### src/rtl/mtsp_sync_pkg.sv
// mtsp_sync_pkg: shared types for the MTSP multi-barrier sync controller.
// Holds the per-slot FSM state encoding and the barrier-ID width helper.
package mtsp_sync_pkg;

    typedef enum logic [1:0] {
        IDLE,
        COLLECT,
        RELEASE,
        TIMEOUT
    } state_t;

    // Barrier-ID width; a single barrier still gets a 1-bit ID field.
    function automatic int calc_idw(input int n);
        return (n > 1) ? $clog2(n) : 1;
    endfunction

endpackage

### src/rtl/mtsp_sync_barrier_slot.sv
// mtsp_sync_barrier_slot: one barrier (participant mask, arrival set,
// watchdog counter, FSM) with registered per-core ack/err pulses.
// Ports:
//   clk_i, rst_ni   clock, async active-low reset
//   en_i            sync requests already decoded to this barrier
//   cfg_we_i        mask write for this barrier (honoured only in IDLE)
//   cfg_mask_i      new participant mask
//   cfg_timeout_i   watchdog limit, 0 = off
//   mask_o          current participant mask
//   ack_o, err_o    registered release pulses
//   tmo_set_o       high in the cycle the slot commits to TIMEOUT
//   busy_o          slot not IDLE
import mtsp_sync_pkg::*;

module mtsp_sync_barrier_slot #(
    parameter int CORE_SIZE = 4,
    parameter int TMO_WIDTH = 16
) (
    input  logic                 clk_i,
    input  logic                 rst_ni,
    input  logic [CORE_SIZE-1:0] en_i,
    input  logic                 cfg_we_i,
    input  logic [CORE_SIZE-1:0] cfg_mask_i,
    input  logic [TMO_WIDTH-1:0] cfg_timeout_i,
    output logic [CORE_SIZE-1:0] mask_o,
    output logic [CORE_SIZE-1:0] ack_o,
    output logic [CORE_SIZE-1:0] err_o,
    output logic                 tmo_set_o,
    output logic                 busy_o
);

    state_t               state_q;
    logic [CORE_SIZE-1:0] mask_q;
    logic [CORE_SIZE-1:0] arrived_q;
    logic [TMO_WIDTH-1:0] cnt_q;
    logic [CORE_SIZE-1:0] ack_q;
    logic [CORE_SIZE-1:0] err_q;

    logic [CORE_SIZE-1:0] part_en;
    logic [CORE_SIZE-1:0] tmo_rel;
    logic                 all_in;
    logic                 tmo_hit;
    logic [TMO_WIDTH-1:0] cnt_d;

    // Requests from cores outside the mask are handled by the top.
    assign part_en = en_i & mask_q;
    assign all_in  = (arrived_q == mask_q);
    assign tmo_hit = (cfg_timeout_i != '0) &&
                     (cnt_q == cfg_timeout_i - TMO_WIDTH'(1));
    // Saturating counter: a stuck barrier must not wrap back below the limit.
    assign cnt_d   = (&cnt_q) ? cnt_q : cnt_q + TMO_WIDTH'(1);
    // A core arriving in the very cycle the watchdog fires is released too.
    assign tmo_rel = arrived_q | part_en;

    assign tmo_set_o = (state_q == COLLECT) && !all_in && tmo_hit;
    assign busy_o    = (state_q != IDLE);
    assign mask_o    = mask_q;
    assign ack_o     = ack_q;
    assign err_o     = err_q;

    always_ff @(posedge clk_i or negedge rst_ni) begin
        if (!rst_ni) begin
            state_q   <= IDLE;
            mask_q    <= '0;
            arrived_q <= '0;
            cnt_q     <= '0;
            ack_q     <= '0;
            err_q     <= '0;
        end else begin
            ack_q <= '0;
            err_q <= '0;
            unique case (state_q)
                IDLE: begin
                    if (cfg_we_i) begin
                        mask_q <= cfg_mask_i;
                    end
                    if (|part_en) begin
                        arrived_q <= part_en;
                        cnt_q     <= '0;
                        state_q   <= COLLECT;
                    end
                end
                COLLECT: begin
                    cnt_q <= cnt_d;
                    if (all_in) begin
                        ack_q   <= mask_q;
                        state_q <= RELEASE;
                    end else if (tmo_hit) begin
                        ack_q     <= tmo_rel;
                        err_q     <= tmo_rel;
                        arrived_q <= '0;
                        state_q   <= TIMEOUT;
                    end else begin
                        arrived_q <= arrived_q | part_en;
                    end
                end
                RELEASE, TIMEOUT: begin
                    // Arrivals here open the next generation.
                    arrived_q <= part_en;
                    cnt_q     <= '0;
                    state_q   <= (|part_en) ? COLLECT : IDLE;
                end
                default: begin
                    state_q <= IDLE;
                end
            endcase
        end
    end

endmodule

### src/rtl/mtsp_sync_barrier_ctrl.sv
// mtsp_sync_barrier_ctrl: multi-barrier sync scheduler for the MTSP cluster.
// Decodes tagged core sync pulses onto BARRIER_COUNT slots and merges acks.
// Ports:
//   CLK, nRST          clock, async active-low reset
//   sync_en/sync_id    per-core request pulse and barrier ID
//   sync_ack/sync_err  per-core release pulse, err marks abnormal release
//   cfg_we/cfg_id/cfg_mask  participant mask write; cfg_err flags rejection
//   cfg_timeout        watchdog limit in cycles, 0 = off
//   status_clr         W1C for tmo_status; irq = |tmo_status
//   barrier_busy       per-barrier not-IDLE
import mtsp_sync_pkg::*;

module mtsp_sync_barrier_ctrl #(
    parameter  int CORE_SIZE     = 4,
    parameter  int BARRIER_COUNT = 4,
    parameter  int TMO_WIDTH     = 16,
    localparam int IDW           = calc_idw(BARRIER_COUNT)
) (
    input  logic                     CLK,
    input  logic                     nRST,
    input  logic [CORE_SIZE-1:0]     sync_en,
    input  logic [CORE_SIZE*IDW-1:0] sync_id,
    output logic [CORE_SIZE-1:0]     sync_ack,
    output logic [CORE_SIZE-1:0]     sync_err,
    input  logic                     cfg_we,
    input  logic [IDW-1:0]           cfg_id,
    input  logic [CORE_SIZE-1:0]     cfg_mask,
    input  logic [TMO_WIDTH-1:0]     cfg_timeout,
    output logic                     cfg_err,
    input  logic [BARRIER_COUNT-1:0] status_clr,
    output logic [BARRIER_COUNT-1:0] tmo_status,
    output logic                     irq,
    output logic [BARRIER_COUNT-1:0] barrier_busy
);

    logic [CORE_SIZE-1:0]     slot_en   [BARRIER_COUNT];
    logic [CORE_SIZE-1:0]     slot_mask [BARRIER_COUNT];
    logic [CORE_SIZE-1:0]     slot_ack  [BARRIER_COUNT];
    logic [CORE_SIZE-1:0]     slot_err  [BARRIER_COUNT];
    logic [BARRIER_COUNT-1:0] slot_we;
    logic [BARRIER_COUNT-1:0] slot_tmo;
    logic [BARRIER_COUNT-1:0] slot_busy;

    logic [CORE_SIZE-1:0]     part_hit;
    logic [CORE_SIZE-1:0]     ack_or;
    logic [CORE_SIZE-1:0]     err_or;

    logic [CORE_SIZE-1:0]     np_d;
    logic [CORE_SIZE-1:0]     np_q;
    logic                     cfg_err_d;
    logic                     cfg_err_q;
    logic [BARRIER_COUNT-1:0] tmo_d;
    logic [BARRIER_COUNT-1:0] tmo_q;

    // ID decode: one request vector per barrier, plus the mask write strobe.
    always_comb begin
        for (int b = 0; b < BARRIER_COUNT; b++) begin
            slot_we[b] = cfg_we && (cfg_id == IDW'(b));
            slot_en[b] = '0;
            for (int i = 0; i < CORE_SIZE; i++) begin
                slot_en[b][i] = sync_en[i] &&
                                (sync_id[i*IDW +: IDW] == IDW'(b));
            end
        end
    end

    // A request no slot accepts (mask bit 0, or an ID with no slot)
    // is bounced back with ack+err one cycle later.
    always_comb begin
        part_hit = '0;
        for (int b = 0; b < BARRIER_COUNT; b++) begin
            part_hit = part_hit | (slot_en[b] & slot_mask[b]);
        end
        np_d = sync_en & ~part_hit;
    end

    always_comb begin
        ack_or = '0;
        err_or = '0;
        for (int b = 0; b < BARRIER_COUNT; b++) begin
            ack_or = ack_or | slot_ack[b];
            err_or = err_or | slot_err[b];
        end
    end

    assign cfg_err_d = cfg_we && |(slot_we & slot_busy);
    // A timeout set in the same cycle as a clear wins.
    assign tmo_d     = (tmo_q & ~status_clr) | slot_tmo;

    for (genvar b = 0; b < BARRIER_COUNT; b++) begin : g_slot
        mtsp_sync_barrier_slot #(
            .CORE_SIZE (CORE_SIZE),
            .TMO_WIDTH (TMO_WIDTH)
        ) u_slot (
            .clk_i         (CLK),
            .rst_ni        (nRST),
            .en_i          (slot_en[b]),
            .cfg_we_i      (slot_we[b]),
            .cfg_mask_i    (cfg_mask),
            .cfg_timeout_i (cfg_timeout),
            .mask_o        (slot_mask[b]),
            .ack_o         (slot_ack[b]),
            .err_o         (slot_err[b]),
            .tmo_set_o     (slot_tmo[b]),
            .busy_o        (slot_busy[b])
        );
    end

    always_ff @(posedge CLK or negedge nRST) begin
        if (!nRST) begin
            np_q      <= '0;
            cfg_err_q <= 1'b0;
            tmo_q     <= '0;
        end else begin
            np_q      <= np_d;
            cfg_err_q <= cfg_err_d;
            tmo_q     <= tmo_d;
        end
    end

    assign sync_ack     = ack_or | np_q;
    assign sync_err     = err_or | np_q;
    assign cfg_err      = cfg_err_q;
    assign tmo_status   = tmo_q;
    assign irq          = |tmo_q;
    assign barrier_busy = slot_busy;

endmodule

### config.mk
export PLATFORM = sky130hd
export DESIGN_NAME = mtsp_sync_barrier_ctrl
export DESIGN_NICKNAME = d
export VERILOG_FILES = /design/src/rtl/mtsp_sync_pkg.sv /design/src/rtl/mtsp_sync_barrier_slot.sv /design/src/rtl/mtsp_sync_barrier_ctrl.sv
export SDC_FILE = /design/constraint.sdc
export NUM_CORES = 1
export LEC_CHECK = 0
export ABC_CLOCK_PERIOD_IN_PS = 3100
export BUFFER_PORTS_ARGS = -buffer_cell sky130_fd_sc_hd__buf_2
export CORE_MARGIN = 2
export CORE_UTILIZATION = 62
export CTS_CLUSTER_SIZE = 14
export DETAILED_ROUTE_END_ITERATION = 6
export PLACE_DENSITY = 0.81
export SYNTH_ARGS = -nofsm -noshare
export SYNTH_HDL_FRONTEND = slang
export SYNTH_HIERARCHICAL = 1
export SYNTH_SLANG_ARGS = --single-unit
### constraint.sdc
create_clock -name CLK -period 3.1 [get_ports CLK]
set_input_delay 0.31 -clock CLK [delete_from_list [all_inputs] [get_ports CLK]]
set_output_delay 0.31 -clock CLK [all_outputs]
set_load 0.01 [all_outputs]
==> results of run 1 <==
## timing repair
item                                   CTS  global route
gates resized for setup                  0             0
hold buffers                             1             0
endpoints found under the hold margin   69             0
## state kept, by name, indices dropped and copies added, names as in the netlist
signal and count:
cfg_err 1, g_slot.u_slot/ack_o 16, g_slot.u_slot/arrived_q 16, g_slot.u_slot/cnt_q 64
g_slot.u_slot/err_o 16, g_slot.u_slot/mask_o 16, g_slot.u_slot/state_q 8, np_q 4
tmo_status 4
## report_power, final
part	internal, mW	switching (mW)	total [mW]
logic	1.10	1.74	2.83
clock network	1.13	0.894	2.03
registers	2.30	0.607	2.91
total	4.54	3.24	7.77
## worst max-delay path: cells and delay by family
kind,cells,cell delay [ns]
AO/OA/AOI/OAI,3,0.39
adder cells (fa/ha/maj),1,0.17
buffers and inverters,2,0.35
AND/OR/NAND/NOR,4,1.58
## Yosys cell counts (all sizes together) (3+ instances only)
library cell / n / area share (%)
a211oi: 10 / 0.82
a21o: 5 / 0.38
a21oi: 51 / 2.6
a221o: 3 / 0.31
a22o: 7 / 0.63
a22oi: 9 / 0.69
a31oi: 3 / 0.19
and2: 17 / 1.1
and3: 19 / 1.2
and3b: 6 / 0.55
and4: 18 / 1.6
buf: 11 / 0.59
clkbuf: 25 / 0.98
dfrtp: 145 / 37
ha: 12 / 1.5
inv: 31 / 1.2
mux2: 17 / 2.0
mux2i: 5 / 0.51
mux4: 5 / 1.1
nand2: 89 / 3.4
nand2b: 12 / 0.77
nand3: 29 / 1.5
nand3b: 3 / 0.23
nand4: 22 / 1.7
nor2: 125 / 4.8
nor2b: 9 / 0.57
nor3: 35 / 1.9
nor3b: 8 / 0.66
nor4: 38 / 2.9
nor4b: 6 / 0.54
o2111ai: 5 / 0.45
o211ai: 17 / 1.4
o21ai: 36 / 1.8
o21bai: 3 / 0.23
o31a: 3 / 0.27
o31ai: 15 / 1.1
or2: 13 / 0.83
or3: 20 / 1.4
or4: 20 / 1.7
or4b: 4 / 0.49
xnor2: 76 / 6.8
xor2: 67 / 6.0
## logic make-up after synthesis
group                    after synthesis  share of synthesized area [%]
AND/OR/NAND/NOR                      501                           28.8
flip-flops                           145                           37.0
buffers and inverters                 67                           2.76
XOR/XNOR                             144                           13.0
adder cells (fa/ha/maj)               12                           1.53
AO/OA/AOI/OAI                        191                           13.3
multiplexers                          27                           3.61
## area by class of cell
cell class                 count  share of cell area (%)
multi-input combinational    875                    53.1
sequential                   145                    32.7
timing repair buffer          99                    5.58
clock buffer                  18                    3.86
tap                          211                    2.38
clock inverter                14                    1.35
inverter                      31                    1.05
## through the flow
stage	worst slack [ns]	std cells	power, mW	hold WS [ns]	instance area (um2)
global route	0.451	1393	8.19	0.143	11100
detailed placement	0.168	1360	5.65	0.369	10500
finish	0.562	1393	7.77	0.149	11100
global placement	0.223	1360	5.57	0.364	10500
floorplan	0.457	1087	4.67	0.0144	9800
CTS	0.606	1393	7.72	0.138	11100
## layer usage
| layer | track usage, % | wire (um) |
|---|---|---|
| met2 | 51.2 | 12500 |
| met4 | 13.2 | 864 |
| met3 | 5.66 | 1980 |
| met5 | 0 | 0 |
| met1 | 47.9 | 12100 |
## path summary, 6_finish.rpt
path | from | end | slack [ns] | depth (start not counted)
hold / removal | status_clr[1] | tmo_status[1]$_DFF_PN0_ | 0.15 | 3
max in group asynchronous | nRST | g_slot[3].u_slot/cnt_q[1]$_DFFE_PN0P_ | 1.85 | 3
setup / recovery | cfg_timeout[0] | g_slot[2].u_slot/arrived_q[3]$_DFFE_PN0P_ | 0.56 | 10
hold reg to reg | tmo_status[2]$_DFF_PN0_ | tmo_status[2]$_DFF_PN0_ | 0.52 | 1
setup reg to reg | g_slot[1].u_slot/cnt_q[11]$_DFFE_PN0P_ | g_slot[1].u_slot/ack_o[1]$_DFF_PN0_ | 0.65 | 7
min in group asynchronous | nRST | g_slot[1].u_slot/cnt_q[11]$_DFFE_PN0P_ | 0.47 | 2
==> results_dict.tcl, run 1 <==
set metrics [dict create \
    status "finished, final reports clean" \
    post-cts-setup-buffers 0 \
    ioPinCount 59 \
    slew_violations 0 \
    synthFlopType "dfrtp_1" \
    wl_um 27500 \
    layout.nets 1222 \
    path_clk_slew_ns 0.06 \
    post-dp-hpwl_um 20100 \
    max_cap_violations 0 \
    io_buffer_count 58 \
    fin_crit_ns 2.54 \
    critical_path_class "input port to flop" \
    drtIter0Drc 921 \
    cts-buffers-inserted 17 \
    finalCritPeriodShare_pct 81.9 \
    syn_to_final_growth_pct 13.4 \
    synth.distinct_cells 83 \
    die_area_mm2 0.0168 \
    final_common_cell "dfrtp_1" \
    diodes 0 \
    postSynthAreaPerCell_um2 9.01 \
    max_freq_mhz 394 \
    numClockSinks 145 \
    async_flop_share_pct 100 \
    gpl.final_weighted_congestion 0.951 \
    vias_per_cell 6.46 \
    ff_latch_area_mm2 0.00363 \
    final.setup.tns_ns 0 \
    yosysSeqAreaShare_pct 37.0 \
    drive_above_1_share_pct 16.4 \
    slew_headroom_pct 41.2 \
    die_w_um 130 \
    antenna_left 0 \
    track_usage_pct 33.5 \
    grt_setup_unrepaired "false" \
    grt_max_degree 72 \
    syn_inst 1087 \
    ys_seq_elements 145 \
    end_kind "flop" \
    start_kind "input port" \
    grt_antenna_before_repair 0 \
    setup_viol 0 \
    synth.cell_area_mm2 0.00980 \
    fp.dieH_um 130 \
    yosysWarnings 6 \
    synth_edf_count 0 \
    slowest_delay_ns 0.52 \
    cts_tree "built" \
    layout_common_cells "dfrtp_1 (145), nor2_1 (125), nand2_1 (89)" \
    grt_pass1_vias 8364 \
    cts.htree.levels 4 \
    start_util_pct 64.0 \
    clock_latency_ns 0.43 \
    post-route-drc-count 0 \
    hold_viol 0 \
    postLayoutCoreUtil_pct 72.5 \
    syn_nets 1140 \
    hold_class "input port to flop" \
    grt_pass1_wl_um 43500 \
    ir_drop_uv 745 \
    worst_pin_slew_ns 0.875 \
    nFillCells 1166 \
    crit_chain "buf_2, inv_1, ha_1, or3b_2, or3_1, a21oi_1, o211ai_1, or3_4, nor3_4, a211oi_1" \
    vias 9004 \
    cp_slowest_cell "or3b_2" \
    rows 45 \
    cts_root_buf "clkbuf_16" \
    coreArea_mm2 0.0153 \
    finClkSkew_ns 0.0106 \
    dr.pass1.iters 7 \
    crit_arrival_ns 2.82 \
    wl_per_cell_um 19.7 \
    powerDensity_mw_per_mm2 700 \
    worstPathRequired_ns 3.38 \
    multi_input_area_mm2 0.00590 \
    clock_path_buffers 2 \
    leakagePower_nw 4.78 \
    overflow 0 \
    crit_fanout 15 \
]
(Power assumes the default switching activity.)
==> run 2, diff against run 1 <==
--- a/config.mk
+++ b/config.mk
@@ -5,13 +5,14 @@
 export SDC_FILE = /design/constraint.sdc
 export NUM_CORES = 1
 export LEC_CHECK = 0
-export ABC_CLOCK_PERIOD_IN_PS = 3100
+export ABC_AREA = 1
+export ABC_CLOCK_PERIOD_IN_PS = 2180
 export BUFFER_PORTS_ARGS = -buffer_cell sky130_fd_sc_hd__buf_2
 export CORE_MARGIN = 2
-export CORE_UTILIZATION = 62
+export CORE_UTILIZATION = 57
 export CTS_CLUSTER_SIZE = 14
 export DETAILED_ROUTE_END_ITERATION = 6
-export PLACE_DENSITY = 0.81
+export PLACE_DENSITY = 0.78
 export SYNTH_ARGS = -nofsm -noshare
 export SYNTH_HDL_FRONTEND = slang
 export SYNTH_HIERARCHICAL = 1
==> constraint.sdc (replaced) <==
create_clock -name CLK -period 2.18 [get_ports CLK]
set_input_delay 0.218 -clock CLK [delete_from_list [all_inputs] [get_ports CLK]]
set_output_delay 0.218 -clock CLK [all_outputs]
set_load 0.01 [all_outputs]
==> results_dict.tcl, run 2 <==
set metrics [dict create \
    status "finished, final reports clean" \
    finClkSkew_ns 0.0111 \
    synth_top_area_cell "dfrtp_1" \
    gpl.final_weighted_congestion 1.03 \
    post-cts-setup-buffers 0 \
    vias 11296 \
    fin_crit_ns 1.96 \
    path_common_cell "nand2_1" \
    layout.nets 1794 \
    crit_fanout 9 \
    place_ws_ns 0.0221 \
    postSynthAreaPerCell_um2 6.83 \
    clock_power_share_pct 24.7 \
    syn_nets 1682 \
    synth_edf_count 0 \
    yosysWarnings 6 \
    end_kind "flop" \
    worst_pin_slew_ns 0.510 \
    cp_slowest_cell "dfrtp_1" \
    clock_latency_ns 0.43 \
    netlist.area_leader.share_pct 32.6 \
    grt_pass1_wl_um 52900 \
    slew_violations 0 \
    power_frac_seq_pct 32.7 \
    fp.dieH_um 144 \
    drtIter0Drc 1085 \
    final_common_cell "nand2_1" \
    finalCritPeriodShare_pct 90.0 \
    ir_drop_uv 770 \
    overflow 0 \
    final.setup.tns_ns 0 \
    nFillCells 1723 \
    synthFlopType "dfrtp_1" \
    ys_seq_elements 145 \
    fin_ws_ns 0.218 \
    grt_antenna_before_repair 0 \
    clock_path_buffers 2 \
    largest_reg_flops 64 \
    drive_above_1_share_pct 15.5 \
    diodes 0 \
    regMostFlops "g_slot.u_slot/cnt_q" \
    p_int_mw 6.72 \
    dr.pass1.iters 6 \
    synth.cell_area_mm2 0.0111 \
    grt_pass1_vias 10550 \
    cts.htree.levels 4 \
    slew_headroom_pct 66.0 \
    yosys-top-cells-count "nand2_1 (409), nor2_1 (230), inv_1 (181), dfrtp_1 (145), nand3_1 (101)" \
    syn_to_final_growth_pct 13.9 \
    setup_viol 0 \
    synth_area_leaders "dfrtp_1 (33%), nand2_1 (14%), nor2_1 (7.8%)" \
    max_cap_violations 0 \
    post-dp-hpwl_um 24400 \
    cts-buffers-inserted 17 \
    crit_chain "ha_1, nand2_1, nor3_2, nand4_1, nand2_2, inv_2, nand2_1, o22ai_1, a21oi_1" \
    path_clk_slew_ns 0.07 \
    numClockSinks 145 \
    hold_class "input port to flop" \
    die_area_mm2 0.0207 \
    ff_latch_area_mm2 0.00363 \
    yosysSeqAreaShare_pct 32.6 \
    max_freq_mhz 510 \
    combPwrFrac_pct 42.6 \
    async_flop_share_pct 100 \
    cts_tree "built" \
    netSwitchingFraction_pct 43.5 \
    wl_um 32500 \
    crit_arrival_ns 2.30 \
    cts_root_buf "clkbuf_16" \
    layout_common_cells "nand2_1 (409), nor2_1 (230), inv_1 (181)" \
    wl_per_cell_um 16.1 \
    grt_max_degree 49 \
    rows 51 \
    start_util_pct 57.6 \
    post-route-drc-count 0 \
    ioPinCount 59 \
    vias_per_cell 5.59 \
    yosysMostFrequentCell "nand2_1" \
    io_buffer_count 58 \
    synth.distinct_cells 42 \
    syn_inst 1629 \
    track_usage_pct 32.6 \
    powerDensity_mw_per_mm2 938 \
    worstPathRequired_ns 2.52 \
    multi_input_area_mm2 0.00663 \
    leakagePower_nw 6.07 \
    grt_setup_unrepaired "false" \
    critical_path_class "flop to flop" \
    slowest_delay_ns 0.46 \
    p_sw_mw 5.17 \
    start_kind "flop" \
    die_w_um 144 \
    antenna_left 0 \
    coreArea_mm2 0.0193 \
    hold_viol 0 \
]
## run 2: cell types whose count changed in the layout (fill, tap and decap cells not counted), moves of 28 or more
cell     before  now
nand4_1      20   48
xnor2_1      76   46
nand3_1      29  101
nand2_1      89  409
inv_1        31  181
nor2_2        0   33
nor2_1      125  230
## run 2: logic make-up after synthesis
logic type	share of synthesized area (%)
DFF	32.6
muxes	1.62
and+or+nand+nor	40.6
AOI/OAI and AO/OA	7.31
xor gates and xnor gates	8.74
adders and majority gates	1.35
buffers and inverters	7.83
## run 2: final timing paths
path,start,end,slack (ns),cells after the start
min reg2reg,g_slot[2].u_slot/cnt_q[7]$_DFFE_PN0P_,g_slot[2].u_slot/cnt_q[7]$_DFFE_PN0P_,0.55,2
min in group asynchronous,nRST,g_slot[3].u_slot/cnt_q[6]$_DFFE_PN0P_,0.27,2
max reg2reg,g_slot[2].u_slot/cnt_q[0]$_DFFE_PN0P_,g_slot[2].u_slot/cnt_q[5]$_DFFE_PN0P_,0.22,9
max,g_slot[2].u_slot/cnt_q[0]$_DFFE_PN0P_,g_slot[2].u_slot/cnt_q[5]$_DFFE_PN0P_,0.22,9
min,cfg_mask[3],g_slot[2].u_slot/mask_o[3]$_DFFE_PN0P_,0.09,2
max in group asynchronous,nRST,g_slot[1].u_slot/cnt_q[8]$_DFFE_PN0P_,1.25,3
## run 2: power groups by stage
| stage | combinational (mW) | sequential (mW) | clock, mW |
|---|---|---|---|
| 3_5_place_dp | 4.94 | 3.90 | 0 |
| 2_1_floorplan | 3.33 | 3.77 | 0 |
| 3_3_place_gp | 4.83 | 3.88 | 0 |
| 5_1_grt | 5.59 | 3.95 | 3.09 |
| 6_report | 5.06 | 3.88 | 2.94 |
| 4_1_cts | 4.99 | 3.85 | 2.99 |
## run 2: metal layers
metal | vias up | global-route usage [%] | part of all wire [%]
met3 | 71 | 5.20 | 7.7
li1 | 5495 | - | -
met2 | 464 | 51.1 | 45
met1 | 5266 | 46.0 | 45
met4 | 0 | 10.8 | 2.3
met5 | - | 0 | 0
## run 2: final cells by class
class                           instances  share of cell area, %
Multi-Input combinational cell       1261                   52.3
Clock inverter                         14                   1.16
Tap cell                              265                   2.62
Timing Repair Buffer                  108                   5.60
Inverter                              208                   6.22
Clock buffer                           18                   3.47
Sequential cell                       145                   28.6
## run 2: metrics by stage
stage	hold WS, ns	area (um2)	total power, mW	instances	util (%)
after detailed placement	0.158	12000	8.83	1982	62.3
after floorplan	-0.0776	11100	7.11	1629	-
final	0.0902	12700	11.9	2019	65.5
after CTS	0.0640	12700	11.8	2019	65.5
after global placement	0.158	12000	8.71	1982	62.3
after global routing	0.0843	12700	12.6	2019	65.5
## run 2: what timing repair did
| item | 4_1_cts | 5_1_grt |
|---|---|---|
| endpoints found under the hold margin | 43 | 0 |
| gates resized for setup | 0 | 0 |
| hold buffers | 5 | 0 |
## run 2: critical path: cells and delay by family, from the launching register on
kind	cells	cell delay (ns)
adder cells (fa/ha/maj)	1	0.23
buffers and inverters	1	0.11
AO/OA/AOI/OAI	2	0.21
AND/OR/NAND/NOR	5	0.85
flip-flops	1	0.46
==> run 3, diff against run 2 <==
--- a/config.mk
+++ b/config.mk
@@ -7,12 +7,11 @@
 export LEC_CHECK = 0
 export ABC_AREA = 1
 export ABC_CLOCK_PERIOD_IN_PS = 2180
-export BUFFER_PORTS_ARGS = -buffer_cell sky130_fd_sc_hd__buf_2
 export CORE_MARGIN = 2
-export CORE_UTILIZATION = 57
+export CORE_UTILIZATION = 40
 export CTS_CLUSTER_SIZE = 14
 export DETAILED_ROUTE_END_ITERATION = 6
-export PLACE_DENSITY = 0.78
+export DONT_BUFFER_PORTS = 1
 export SYNTH_ARGS = -nofsm -noshare
 export SYNTH_HDL_FRONTEND = slang
 export SYNTH_HIERARCHICAL = 1
==> results_dict.tcl, run 3 (synthesis results as in run 2) <==
set metrics [dict create \
    gpl.final_weighted_congestion 0.924 \
    vias 10950 \
    post-route-drc-count 0 \
    rr_startpoint "g_slot[2].u_slot/cnt_q[0]$_DFFE_PN0P_" \
    finalPower_mw 11.7 \
    die_area_mm2 0.0292 \
    ir_drop_uv 557 \
    largest_reg_flops 64 \
    max_cap_violations 0 \
    wl_um 33900 \
    path_clk_slew_ns 0.07 \
    overflow 0 \
    crit_buf_inv 1 \
    status "complete, but fails checks" \
    worst_pin_slew_ns 0.485 \
    layout_common_cells "nand2_1 (409), nor2_1 (230), inv_1 (181)" \
    cts_hold_buf 19 \
    clock_latency_ns 0.43 \
    finalCritPeriodShare_pct 90.3 \
    grt_pass1_wl_um 54600 \
    cts_tree "built" \
    cp_slowest_cell "dfrtp_1" \
    worstPathRequired_ns 2.53 \
    regMostFlops "g_slot.u_slot/cnt_q" \
    hold_class "input port to async pin" \
    clock_path_buffers 2 \
    crit_chain "ha_1, nand2_1, nor3_2, nand4_1, nand2_2, inv_2, nand2_1, o22ai_1, a21oi_1" \
    post-cts-setup-buffers 0 \
    hold_viol 145 \
    crit_fanout 9 \
    vias_per_cell 5.26 \
    violations "negative hold slack" \
    rows 61 \
    syn_to_final_growth_pct 13.1 \
    final_common_cell "nand2_1" \
    fin_crit_ns 1.97 \
    slew_headroom_pct 67.5 \
    finClkSkew_ns 0.0104 \
    wl_per_cell_um 16.3 \
    cts-buffers-inserted 17 \
    ioPinCount 59 \
    powerDensity_mw_per_mm2 929 \
    critical_path_class "flop to flop" \
    io_buffer_count 0 \
    post-dp-hpwl_um 25600 \
    layout.nets 1744 \
    dr.pass1.iters 7 \
    grt_max_degree 146 \
    coreArea_mm2 0.0276 \
    path_common_cell "nand2_1" \
    diodes 0 \
    grt_antenna_before_repair 0 \
    fp.dieH_um 171 \
    start_util_pct 40.4 \
    slew_violations 0 \
    ctsResizeCount 0 \
    track_usage_pct 24.0 \
    cts.htree.levels 4 \
    final.setup.tns_ns 0 \
    end_kind "flop" \
    cp_top_family "simple AND/OR/NAND/NOR gates" \
    grt_setup_unrepaired "false" \
    grt_pass1_vias 10326 \
    whs_ns -0.522 \
    slowest_delay_ns 0.50 \
    die_w_um 171 \
    antenna_left 0 \
    numClockSinks 145 \
    setup_viol 0 \
    crit_arrival_ns 2.32 \
    start_kind "flop" \
    startpoint "g_slot[2].u_slot/cnt_q[0]$_DFFE_PN0P_" \
    leakagePower_nw 5.85 \
    cts_root_buf "clkbuf_16" \
    postLayoutCoreUtil_pct 45.7 \
    drtIter0Drc 776 \
    drive_above_1_share_pct 12.1 \
    max_freq_mhz 508 \
]
==> run 3: cell types whose count changed in the layout (fill, tap and decap cells not counted) <==
| cell | delta |
|---|---|
| buf_12 | -2 |
| buf_2 | -57 |
| buf_4 | -4 |
| buf_6 | -1 |
| clkbuf_1 | +1 |
| clkinv_4 | -1 |
| clkinvlp_4 | -1 |
| dlygate4sd3_1 | +14 |
| inv_6 | +1 |
==> run 3: metrics by stage <==
stage	std cells	setup WS, ns	area (um2)
detailed placement	2031	0.156	11800
floorplan	1629	0.387	11100
CTS	2082	0.226	12600
finish	2082	0.211	12600
global route	2082	0.0416	12600
global placement	2031	0.196	11800
==> run 3: worst paths after layout <==
path                            slack [ns]  cells after the start                               endpoint
worst max-delay path                  0.21                      9  g_slot[2].u_slot/cnt_q[5]$_DFFE_PN0P_
worst min-delay path                 -0.52                      0  g_slot[1].u_slot/cnt_q[5]$_DFFE_PN0P_
worst max register to register        0.21                      9  g_slot[2].u_slot/cnt_q[5]$_DFFE_PN0P_
worst min register to register        0.56                      2  g_slot[2].u_slot/cnt_q[7]$_DFFE_PN0P_
max in group asynchronous             2.34                      0  g_slot[3].u_slot/cnt_q[7]$_DFFE_PN0P_
min in group CLK                      0.02                      3                      np_q[3]$_DFF_PN0_
==> run 3: report_power, final <==
part / leakage [nW] / internal (mW) / switching, mW
Combinational: 3.63 / 1.81 / 3.10
Clock: 0.287 / 1.65 / 1.31
Sequential: 1.93 / 3.27 / 0.554
Total: 5.85 / 6.73 / 4.96
==> run 3: routing by layer <==
layer,up-vias,GRT usage [%],part of all wire (%)
li1,5401,-,-
met1,5132,32.8,46
met2,355,38.2,46
met3,62,3.59,5.0
met4,0,9.25,3.0
met5,-,0,0
==> run 3: layout make-up <==
type	instances	area [um2]
fill	2763	15000
sequential	145	3630
tap	378	473
clock buffer	19	443
multi-input combinational	1261	6630
timing repair buffer	58	483
clock inverter	13	140
inverter	208	788
